--- src/rtl/rr_arb2_stream.sv ---
// -----------------------------------------------------------------------------
// rr_arb2_stream
//
// Two-input round-robin stream arbiter with a registered 2:1 output stage.
// Two valid/ready sources are merged into one registered output stream. The
// registered select (out_src) tells the shared downstream datapath which side
// the current beat came from. With LOCK_ON_LAST=1 the grant is held on one
// source from its first beat until the beat carrying `last` has been taken,
// so packets are never interleaved.
//
// Parameters
//   WIDTH         data width of each input and of the output
//   LOCK_ON_LAST  1: hold grant for a whole packet; 0: re-arbitrate every beat
//
// Ports
//   clk                 rising-edge clock
//   rst                 synchronous active-high reset
//   in0_valid/ready     source 0 handshake (ready = beat accepted this cycle
//                       when valid is also high)
//   in0_data/last       source 0 payload and end-of-packet marker
//   in1_valid/ready     source 1 handshake
//   in1_data/last       source 1 payload and end-of-packet marker
//   out_valid/ready     registered output handshake
//   out_data/last       registered muxed payload
//   out_src             registered mux select of the beat on the output
//   busy                high while a packet holds the grant
// -----------------------------------------------------------------------------
module rr_arb2_stream #(
  parameter int WIDTH        = 8,
  parameter bit LOCK_ON_LAST = 1'b1
) (
  input  logic             clk,
  input  logic             rst,
  input  logic             in0_valid,
  output logic             in0_ready,
  input  logic [WIDTH-1:0] in0_data,
  input  logic             in0_last,
  input  logic             in1_valid,
  output logic             in1_ready,
  input  logic [WIDTH-1:0] in1_data,
  input  logic             in1_last,
  output logic             out_valid,
  input  logic             out_ready,
  output logic [WIDTH-1:0] out_data,
  output logic             out_last,
  output logic             out_src,
  output logic             busy
);

  typedef enum logic [1:0] {
    ST_ARB   = 2'd0,
    ST_HOLD0 = 2'd1,
    ST_HOLD1 = 2'd2
  } state_t;

  state_t           state_q, state_d;
  logic             prio_q, prio_d;
  logic             out_valid_q, out_valid_d;
  logic [WIDTH-1:0] out_data_q, out_data_d;
  logic             out_last_q, out_last_d;
  logic             out_src_q, out_src_d;

  logic             load;
  logic [1:0]       valid_vec;
  logic [1:0]       slot_open;
  logic [1:0]       take;
  logic             sel_src;
  logic [WIDTH-1:0] sel_data;
  logic             sel_last;
  logic             end_pkt;

  // The output register can accept a new beat when it is empty or being
  // drained on this very edge.
  assign load      = ~out_valid_q | out_ready;
  assign valid_vec = {in1_valid, in0_valid};

  // slot_open[i] says source i would win this cycle if it presents a beat.
  // It is built only from the state, the priority and the *other* source's
  // valid, so no ready ever depends on its own valid. Both slots may be open
  // when at most one source can actually use them, which keeps the resulting
  // transfer one-hot.
  always_comb begin
    slot_open = 2'b00;
    case (state_q)
      ST_ARB: begin
        slot_open[0] = ~in1_valid | ~prio_q;
        slot_open[1] = ~in0_valid |  prio_q;
      end
      ST_HOLD0: slot_open[0] = 1'b1;
      ST_HOLD1: slot_open[1] = 1'b1;
      default:  slot_open = 2'b00;
    endcase
  end

  assign in0_ready = load & slot_open[0];
  assign in1_ready = load & slot_open[1];

  genvar gi;
  generate
    for (gi = 0; gi < 2; gi++) begin : g_take
      assign take[gi] = valid_vec[gi] & load & slot_open[gi];
    end
  endgenerate

  // 2:1 mux of the winning beat; take is one-hot or zero.
  assign sel_src  = take[1];
  assign sel_data = take[1] ? in1_data : in0_data;
  assign sel_last = take[1] ? in1_last : in0_last;

  // Without packet locking every beat closes its own "packet".
  assign end_pkt  = LOCK_ON_LAST ? sel_last : 1'b1;

  always_comb begin
    state_d     = state_q;
    prio_d      = prio_q;
    out_valid_d = out_valid_q;
    out_data_d  = out_data_q;
    out_last_d  = out_last_q;
    out_src_d   = out_src_q;

    if (load) begin
      if (|take) begin
        out_valid_d = 1'b1;
        out_data_d  = sel_data;
        out_last_d  = sel_last;
        out_src_d   = sel_src;
        if (end_pkt) begin
          state_d = ST_ARB;
          prio_d  = ~sel_src;
        end else begin
          state_d = sel_src ? ST_HOLD1 : ST_HOLD0;
          // Inside a held packet priority is frozen; it only moves on the
          // opening beat (from ARB) and again on the closing beat.
          if (state_q == ST_ARB) begin
            prio_d = ~sel_src;
          end
        end
      end else begin
        out_valid_d = 1'b0;
      end
    end
  end

  always_ff @(posedge clk) begin
    if (rst) begin
      state_q     <= ST_ARB;
      prio_q      <= 1'b0;
      out_valid_q <= 1'b0;
      out_data_q  <= '0;
      out_last_q  <= 1'b0;
      out_src_q   <= 1'b0;
    end else begin
      state_q     <= state_d;
      prio_q      <= prio_d;
      out_valid_q <= out_valid_d;
      out_data_q  <= out_data_d;
      out_last_q  <= out_last_d;
      out_src_q   <= out_src_d;
    end
  end

  assign out_valid = out_valid_q;
  assign out_data  = out_data_q;
  assign out_last  = out_last_q;
  assign out_src   = out_src_q;
  assign busy      = (state_q != ST_ARB);

endmodule

--- config.mk ---
export PLATFORM = sky130hd
export DESIGN_NAME = rr_arb2_stream
export DESIGN_NICKNAME = d
export VERILOG_FILES = /design/src/rtl/rr_arb2_stream.sv
export SDC_FILE = /design/constraint.sdc
export NUM_CORES = 1
export LEC_CHECK = 0
export ABC_AREA = 1
export CAP_MARGIN = 20
export CORE_UTILIZATION = 40
export DETAILED_ROUTE_END_ITERATION = 10
export PLACE_DENSITY = 0.75
export SLEW_MARGIN = 20
export SYNTH_ARGS = -nofsm -noshare
export SYNTH_HDL_FRONTEND = slang
export SYNTH_SLANG_ARGS = --single-unit
export TNS_END_PERCENT = 20
--- constraint.sdc ---
create_clock -name clk -period 1.5 [get_ports clk]
set_input_delay 0.45 -clock clk [delete_from_list [all_inputs] [get_ports clk]]
set_output_delay 0.45 -clock clk [all_outputs]
set_load 0.02 [all_outputs]
==> out/qor.yml, run 1 <==
setup_path:
  ff2ff_path_depth: 9
  startpoint_type: "flip-flop"
  crit_fanout: 3
  crit_required_ns: 1.05
  critPathCaptureType: "output pin"
  r2r_end: "out_last$_SDFFE_PP0P_"
  rrSetupSlack_ns: 0.06
  crit_family: "flip-flops"
  cp_cell_sequence: "inv_2, a31oi_4, inv_2, nor2_4, buf_6"
  cp_slowest_cell: "dfxtp_2"
  cp.buffers_inverters: 3
  worst_path_most_repeated_cell: "inv_2"
  crit_type: "reg -> out"
  rr_startpoint: "state_q[0]$_SDFFE_PP0P_"
  cp_slowest_stage_delay_ns: 0.36
  cp_data_arrival_time_ns: 1.16
die:
  dieWidth_um: 46.4
  die-area_mm2: 0.00215
  io_pins: 37
  core_mm2: 0.00178
  initial_core_util_pct: 44.1
  rows: 15
  die_h_um: 46.4
routing:
  met2RoutedLength_um: 1100
  top_layer_used: "met4"
  drt_iter0_markers: 10
  wl_per_cell_um: 11.2
  post-route-drc-count: 0
  ant_nets: 0
  vias: 867
  drt-met1-wl_um: 847
  wl_met3_um: 103
  first_pass_iters: 4
  wl_um: 2090
  vias_per_cell: 4.64
layout:
  drive_gt1_share_pct: 25.3
  area_growth_pct: 63.3
  postLayoutCellArea_mm2: 0.00128
  stdcell_count: 187
  nets: 186
  nFillCells: 155
  antenna_cells: 0
pwr:
  p_comb_share_pct: 44.8
  power_leakage_nw: 0.676
  p_int_w: 0.000841
  ir_drop_v: 0.000696
  powerDensity_mw_per_mm2: 1030
  switching_share_pct: 36.4
  clkPwrFrac_pct: 20.3
  seqPwrFrac_pct: 34.9
  power.switching_w: 0.000481
grt:
  grt_pass1_vias: 787
  overflow: 0
  antenna_found_initial: 0
  grt_pass1_wl_um: 3290
  grt_max_degree: 14
  grt_use_total_pct: 21.6
placed_design:
  place_congestion: 0.798
  dp_hpwl_um: 1600
  place_area_mm2: 0.00123
  portBuffers: 36
  dp_worst_setup_slack_ns: -0.792
  dpl.cell_count: 181
clocking:
  cts_made_buffers: 3
  htreeDepth: 1
  cts_buffer_depth: 2
  clock_latency_ns: 0.28
  clock-sinks: 14
  cts_root_buffer: "clkbuf_4"
  cts_tree: "yes"
  clk_pin_slew_worst_paths_ns: 0.09
  cts_hold_buf: 0
synth:
  ys_ff_latch: 14
  postSynthCellCount: 112
  avgSynthCellArea_um2: 7.03
  syn_area_um2: 787
  ys_warn_count: 0
  seq_area_frac_synth_pct: 35.6
  synth_nets: 135
  ys_types: 16
status:
  status: "finished, violations left"
  violations: "negative setup slack"
timing:
  grt_setup_unrepaired: "yes"
  layout_setup_ws_ns: -0.106
  fin_crit_ns: 1.61
  hold_viol: 0
  holdWs_ns: 0.512
  finalCritPeriodShare_pct: 107
  finalMaxSlewViolations: 0
  max_freq_mhz: 623
  slew_headroom_pct: 75.1
  fin_skew_ns: 0.00767
  tightestPinTransition_ns: 0.372
  setup_violations: 2
min_path:
  hold_path_end: "out_src$_SDFFE_PP0P_"
  hold_depth: 2
  hold_start: "out_src$_SDFFE_PP0P_"
  hp-class: "reg -> reg"
run:
  maxCapViolCount: 0
cell usage in the layout (no fill, tap or decap), drive strengths merged:
master / n
a31oi: 1
clkbuf: 4
buf: 15
clkdlybuf4s15: 1
inv: 21
nor2: 12
nand3: 24
dfxtp: 14
dlygate4sd2: 13
o21ai: 3
clkdlybuf4s50: 19
nand2: 30
a21oi: 5
Yosys cell counts:
| cell | n | area (µm²) |
|---|---|---|
| a21oi_1 | 4 | 20.0 |
| a21oi_2 | 1 | 8.76 |
| a31oi_4 | 1 | 21.3 |
| buf_12 | 1 | 20.0 |
| buf_2 | 1 | 5.00 |
| dfxtp_1 | 14 | 280 |
| inv_1 | 18 | 67.6 |
| inv_2 | 3 | 11.3 |
| nand2_1 | 25 | 93.8 |
| nand2_2 | 1 | 6.26 |
| nand2_4 | 4 | 45.0 |
| nand3_1 | 24 | 120 |
| nor2_1 | 7 | 26.3 |
| nor2_2 | 2 | 12.5 |
| nor2_4 | 3 | 33.8 |
| o21ai_0 | 3 | 15.0 |
per-layer routing:
metal	global-route usage [%]	vias to the layer above
met5	0	-
met1	25.5	384
li1	-	452
met4	10.6	0
met3	2.35	4
met2	38.1	27
worst register-to-register path, stage by stage, from the launching register on:
cell and delay [ns]:
dfxtp_2 0.36, inv_2 0.06, a31oi_4 0.18, buf_4 0.13, buf_4 0.15, nand2_4 0.11, nand2_4 0.12, inv_2 0.06
a21oi_1 0.12, nor2_1 0.05
power by group through the flow:
stage	sequential [W]	combinational (W)	clock (W)
6_report	0.000461	0.000592	0.000269
5_1_grt	0.000467	0.000646	0.000291
4_1_cts	0.000461	0.000563	0.000280
3_5_place_dp	0.000466	0.000594	0
3_3_place_gp	0.000463	0.000581	0
2_1_floorplan	0.000511	0.000288	0
cell type report:
class | count | area (µm²) | share of cell area, %
clock buffers | 4 | 36.3 | 2.82
inverters | 21 | 78.8 | 6.13
multi-input cells | 75 | 424 | 33.0
flip-flops and latches | 14 | 287 | 22.3
well taps | 25 | 31.3 | 2.43
repair buffers | 48 | 428 | 33.3
cell families after synthesis:
family                 count (synthesis)  share of synthesized area, %
AO/OA/AOI/OAI                          9                          8.27
flip-flops                            14                          35.6
AND/OR/NAND/NOR                       66                          42.9
buffers and inverters                 23                          13.2
worst max-delay path by stage:
stage,from,end,slack (ns),cells after the start
after floorplan,in1_valid,in0_ready,0.05,3
after global placement,in1_valid,in0_ready,-0.77,5
after detailed placement,in1_valid,in0_ready,-0.79,5
after CTS,in1_valid,in0_ready,-0.12,5
after global routing,state_q[0]$_SDFFE_PP0P_,in0_ready,-0.16,5
final,state_q[0]$_SDFFE_PP0P_,in0_ready,-0.11,5
timing repair:
action	4_1_cts	5_1_grt
buffers inserted	0	2
pin swaps	2	2
gates resized for setup	34	6
endpoints found under the setup margin	28	3
stage by stage:
| step | TNS, ns | total power (W) | utilization, % |
|---|---|---|---|
| 2_1_floorplan | 0 | 0.000799 | - |
| 3_3_place_gp | -6.84 | 0.00104 | 69.1 |
| 3_5_place_dp | -7.28 | 0.00106 | 69.1 |
| 4_1_cts | -0.212 | 0.00130 | 70.6 |
| 5_1_grt | -0.359 | 0.00140 | 72.1 |
| 6_report | -0.175 | 0.00132 | 72.1 |
flip-flops by register name, summed over array words and instances, names as in the netlist:
register / cells
state_q: 2
out_valid: 1
out_last: 1
out_src: 1
out_data: 8
prio_q: 1
No activity file was read; power rests on OpenSTA's default activity.
==> inputs of run 2 (changes only) <==
--- a/config.mk
+++ b/config.mk
@@ -5,11 +5,10 @@
 export SDC_FILE = /design/constraint.sdc
 export NUM_CORES = 1
 export LEC_CHECK = 0
-export ABC_AREA = 1
 export CAP_MARGIN = 20
-export CORE_UTILIZATION = 40
+export CORE_UTILIZATION = 36
 export DETAILED_ROUTE_END_ITERATION = 10
-export PLACE_DENSITY = 0.75
+export PLACE_DENSITY = 0.74
 export SLEW_MARGIN = 20
 export SYNTH_ARGS = -nofsm -noshare
 export SYNTH_HDL_FRONTEND = slang
==> run 2 against run 1 <==
- the run ends with design-rule violations, negative setup slack left
- flip-flop and latch count unchanged
- worst setup slack better by 0.079 ns
- area after synthesis down 20%
==> out/qor.yml, run 2 <==
status:
  status: "finished, violations left"
  violations: "design-rule violations, negative setup slack"
synth:
  ys_ff_latch: 14
  avgSynthCellArea_um2: 10.1
  yosys.area.top_type: "dfxtp_1"
  ys_warn_count: 0
  synthTopCellsByCount: "14 x dfxtp_1, 13 x nor2_1, 7 x a222oi_1, 4 x a211oi_1"
  syn_area_um2: 628
  postSynthCellCount: 62
  ys_types: 24
  synth-main-ff-cell: "dfxtp_1"
  synthXorXnorAreaFrac_pct: 0
  synthAdderAreaFrac_pct: 0
  synth_nets: 85
  synthTopCellsByArea: "dfxtp_1 45%, a222oi_1 11%, nor2_1 7.8%, a211oi_1 4.8%, a211oi_4 3.2%"
  async_flop_share_pct: 0
  yosysMostFrequentCell: "dfxtp_1"
  synth_compound_area_share_pct: 26.5
  synthSimpleGateAreaFrac_pct: 22.1
  seq_area_frac_synth_pct: 44.6
  synth_edf_count: 0
  synth_mux_area_share_pct: 3.19
  synth_top_area_share_pct: 44.6
  synth_top_family_by_area: "compound AO/OA/AOI/OAI gates"
pwr:
  ir_drop_v: 0.000603
  powerDensity_mw_per_mm2: 920
  power_leakage_nw: 0.532
placed_design:
  dpl.cell_count: 128
  dp_hpwl_um: 1250
  place_congestion: 0.801
  dp_worst_setup_slack_ns: -0.875
  portBuffers: 36
  place_area_mm2: 0.00112
clocking:
  cts_made_buffers: 3
  clk_pin_slew_worst_paths_ns: 0.08
  clock_latency_ns: 0.27
  cts_buffer_depth: 2
  cts_root_buffer: "clkbuf_4"
  cts_tree: "yes"
  htreeDepth: 1
  clock-sinks: 14
layout:
  stdcell_count: 134
  nets: 143
  largest_register_ffs: 8
  postLayoutCellArea_mm2: 0.00119
  area_growth_pct: 89.2
  drive_gt1_share_pct: 39.0
  nFillCells: 119
  final_common_cell: "buf_4"
  layout_common_cells: "20 x buf_4, 19 x clkdlybuf4s50_1, 12 x nor2_1"
  antenna_cells: 0
grt:
  grt_max_degree: 11
  grt_use_total_pct: 20.5
  antenna_found_initial: 0
  grt_pass1_vias: 687
  grt_pass1_wl_um: 2940
  overflow: 0
routing:
  wl_per_cell_um: 12.9
  first_pass_iters: 8
  ant_nets: 0
  wl_um: 1730
  vias: 713
  post-route-drc-count: 2
  drt_iter0_markers: 23
  vias_per_cell: 5.32
timing:
  max_freq_mhz: 655
  holdWs_ns: 0.469
  finalCritPeriodShare_pct: 102
  finalMaxSlewViolations: 0
  fin_tns_setup_ns: -0.0587
  fin_crit_ns: 1.53
  slew_headroom_pct: 80.0
  grt_setup_unrepaired: "yes"
  fin_skew_ns: 0.00156
  layout_setup_ws_ns: -0.0269
  tightestPinTransition_ns: 0.299
  hold_viol: 0
  setup_violations: 3
setup_path:
  cp_data_arrival_time_ns: 1.08
  crit_required_ns: 1.05
  crit_type: "reg -> out"
  crit_fanout: 5
  critPathCaptureType: "output pin"
  startpoint_type: "flip-flop"
die:
  die-area_mm2: 0.00192
  rows: 14
  die_h_um: 43.8
  initial_core_util_pct: 40.3
  dieWidth_um: 43.8
  core_mm2: 0.00156
  io_pins: 37
min_path:
  hp-class: "in -> reg"
run:
  maxCapViolCount: 0
## run 2: report_power, final
| group | internal (W) | switching [W] |
|---|---|---|
| clock network | 0.0000927 | 0.000110 |
| registers | 0.000414 | 0.0000314 |
| logic | 0.000243 | 0.000203 |
## run 2: layer usage
| layer | up-vias | GRT usage, % | wire length, µm |
|---|---|---|---|
| li1 | 351 | - | - |
| met4 | 0 | 5.63 | 6 |
| met1 | 325 | 25.6 | 724 |
| met5 | - | 0 | 0 |
| met2 | 35 | 34.9 | 867 |
| met3 | 2 | 5.00 | 131 |
## run 2: cells by family after synthesis
group / Yosys count
flip-flops: 14
AO/OA/AOI/OAI: 18
buffers and inverters: 4
multiplexers: 2
AND/OR/NAND/NOR: 24
## run 2: cell type report
| cell class | count | area, µm² | share of cell area [%] |
|---|---|---|---|
| Multi-Input combinational cell | 44 | 372 | 31.3 |
| Timing Repair Buffer | 56 | 480 | 40.4 |
| Clock buffer | 3 | 22.5 | 1.89 |
| Tap cell | 16 | 20.0 | 1.68 |
| Sequential cell | 14 | 290 | 24.4 |
| Inverter | 1 | 3.75 | 0.316 |
## run 2: worst max-delay path, cell delays in order (launching register included)
cell and delay (ns):
dfxtp_4 0.38, nor3b_4 0.22, nor3_2 0.07, buf_4 0.15
## run 2: path summary, 6_finish.rpt
path | startpoint | endpoint | slack [ns] | cells past startpoint
max | state_q[1]$_SDFFE_PP0P_ | in1_ready | -0.03 | 3
min | out_ready | out_valid$_SDFFE_PP0N_ | 0.47 | 3
max reg2reg | out_valid$_SDFFE_PP0N_ | state_q[0]$_SDFFE_PP0P_ | 0.03 | 6
min reg2reg | out_src$_SDFFE_PP0P_ | out_src$_SDFFE_PP0P_ | 0.49 | 2
## run 2: repair_timing
action	in CTS	in global routing
hold buffers	0	0
pin swaps	5	9
endpoints found under the setup margin	27	14
buffers inserted	3	0
gates resized for setup	50	4
## run 2: stage by stage
| stage | power [W] | utilization (%) |
|---|---|---|
| finish | 0.00109 | 76.2 |
| global route | 0.00116 | 76.2 |
| CTS | 0.00109 | 75.2 |
| detailed placement | 0.000882 | 72.0 |
| global placement | 0.000875 | 72.0 |
| floorplan | 0.000651 | - |
==> inputs of run 3 (changes only) <==
--- a/config.mk
+++ b/config.mk
@@ -8,7 +8,7 @@
 export CAP_MARGIN = 20
 export CORE_UTILIZATION = 36
 export DETAILED_ROUTE_END_ITERATION = 10
-export PLACE_DENSITY = 0.74
+export PLACE_DENSITY_LB_ADDON = 0.05
 export SLEW_MARGIN = 20
 export SYNTH_ARGS = -nofsm -noshare
 export SYNTH_HDL_FRONTEND = slang
==> run 3 against run 2 <==
- final cell count is 0.75% lower
- the flow still finishes with violations (design-rule violations, negative setup slack)
- non-clock buffer count is 2 lower
- power is 5.4% higher
- wire length is 2.0% higher
- critical endpoint is now in0_ready
- clock power is 35% higher
- critical path depth is 1 higher
- highest routed layer is now met3
- sequential share of layout area hardly changed
==> out/qor.yml, run 3 (synthesis gave the netlist of run 2 again) <==
clocking:
  htreeDepth: 1
  clk_pin_slew_worst_paths_ns: 0.09
  clock-sinks: 14
  cts_root_buffer: "clkbuf_4"
  cts_tree: "yes"
  cts_buffer_depth: 2
  clock_latency_ns: 0.28
  cts_made_buffers: 3
layout:
  layout_common_cells: "19 x clkdlybuf4s50_1, 17 x buf_4, 12 x nor2_1, 12 x dfxtp_1, 10 x dlygate4sd2_1"
  area_growth_pct: 87.8
  stdcell_count: 133
  nets: 141
  antenna_cells: 0
  largest_register_ffs: 8
  final_common_cell: "clkdlybuf4s50_1"
  drive_gt1_share_pct: 37.6
placed_design:
  dpl.cell_count: 127
  dp_hpwl_um: 1270
  portBuffers: 36
  place_congestion: 0.808
setup_path:
  cp_cell_sequence: "buf_6, nor2b_4, a211oi_2, buf_4"
  ff2ff_path_depth: 7
  crit_fanout: 3
  r2r_end: "out_data[2]$_SDFFE_PP0P_"
  rr_startpoint: "state_q[0]$_SDFFE_PP0P_"
  cp_slowest_cell: "dfxtp_4"
  crit_required_ns: 1.05
  cp-endpoint: "in0_ready"
  cp_data_arrival_time_ns: 1.13
  rrSetupSlack_ns: 0.04
  critPathCaptureType: "output pin"
  startpoint_type: "flip-flop"
  cp_slowest_stage_delay_ns: 0.36
  crit_start: "state_q[0]$_SDFFE_PP0P_"
  crit_type: "reg -> out"
pwr:
  power.total_w: 0.00115
  switching_share_pct: 30.9
  power_leakage_nw: 0.529
  power.switching_w: 0.000356
  clkPwrFrac_pct: 23.7
  powerDensity_mw_per_mm2: 976
  seqPwrFrac_pct: 38.0
  ir_drop_v: 0.000635
  p_int_w: 0.000796
  p_comb_share_pct: 38.2
timing:
  holdWs_ns: 0.467
  tightestPinTransition_ns: 0.302
  layout_setup_ws_ns: -0.0774
  max_freq_mhz: 634
  finalCritPeriodShare_pct: 105
  slew_headroom_pct: 79.9
  fin_crit_ns: 1.58
  setup_violations: 2
  hold_viol: 0
  finalMaxSlewViolations: 0
  grt_setup_unrepaired: "yes"
  fin_skew_ns: 0.00453
die:
  die-area_mm2: 0.00192
  rows: 14
  initial_core_util_pct: 40.3
  dieWidth_um: 43.8
  io_pins: 37
  core_mm2: 0.00156
  die_h_um: 43.8
routing:
  top_layer_used: "met3"
  wl_met3_um: 101
  vias_per_cell: 5.34
  post-route-drc-count: 4
  drt_iter0_markers: 32
  first_pass_iters: 7
  wl_per_cell_um: 13.3
  vias: 710
  wl_um: 1770
  met2RoutedLength_um: 895
  drt-met1-wl_um: 769
  ant_nets: 0
min_path:
  hold_depth: 3
  hp-class: "in -> reg"
grt:
  grt_max_degree: 12
  grt_use_total_pct: 20.1
  overflow: 0
  antenna_found_initial: 0
  grt_pass1_vias: 678
  grt_pass1_wl_um: 2870
status:
  violations: "design-rule violations, negative setup slack"
  status: "finished, violations left"
run:
  maxCapViolCount: 0
## run 3: layout make-up
class | count | area [µm²]
tap | 16 | 20.0
sequential | 14 | 288
multi-input combinational | 44 | 362
clock buffer | 4 | 36.3
inverter | 1 | 3.75
fill | 124 | 379
timing repair buffer | 54 | 470
## run 3: metrics by stage
stage | util, % | setup TNS [ns] | cell area (µm²) | worst slack, ns
floorplan | - | -0.0996 | 633 | -0.0996
detailed placement | 71.5 | -8.66 | 1110 | -0.871
CTS | 74.3 | -0.182 | 1160 | -0.110
global placement | 71.5 | -8.30 | 1110 | -0.852
finish | 75.7 | -0.130 | 1180 | -0.0774
global route | 75.7 | -0.279 | 1180 | -0.115
## run 3: worst min-delay path by stage
stage	start	endpoint	slack, ns
final	out_ready	out_valid$_SDFFE_PP0N_	0.47
after global routing	out_ready	out_valid$_SDFFE_PP0N_	0.48
after CTS	out_ready	out_valid$_SDFFE_PP0N_	0.47
after detailed placement	out_data[3]$_SDFFE_PP0P_	out_data[3]$_SDFFE_PP0P_	0.49
after global placement	out_data[3]$_SDFFE_PP0P_	out_data[3]$_SDFFE_PP0P_	0.48
after floorplan	rst	out_data[7]$_SDFFE_PP0P_	0.52
## run 3: critical path: cells and delay by family (launching register included)
kind / cells / cell delay, ns
buffers and inverters: 2 / 0.28
and+or+nand+nor: 1 / 0.04
AOI/OAI and AO/OA: 1 / 0.17
DFF: 1 / 0.36
## run 3: layer usage
| layer | vias up | track usage [%] |
|---|---|---|
| met4 | 0 | 7.50 |
| met2 | 30 | 33.7 |
| met5 | - | 0 |
| met3 | 0 | 3.75 |
| li1 | 350 | - |
| met1 | 330 | 25.3 |
## run 3: power by group through the flow
stage	clock, W	combinational [W]	sequential, W
2_1_floorplan	0	0.000166	0.000485
3_3_place_gp	0	0.000423	0.000445
3_5_place_dp	0	0.000429	0.000446
4_1_cts	0.000279	0.000421	0.000440
5_1_grt	0.000304	0.000470	0.000443
6_report	0.000273	0.000441	0.000438
## run 3: repair_timing
action	CTS	global route
resized for setup	44	11
setup endpoints to repair	27	14
hold buffers	0	0
pin swaps	3	12
buffers inserted	2	1
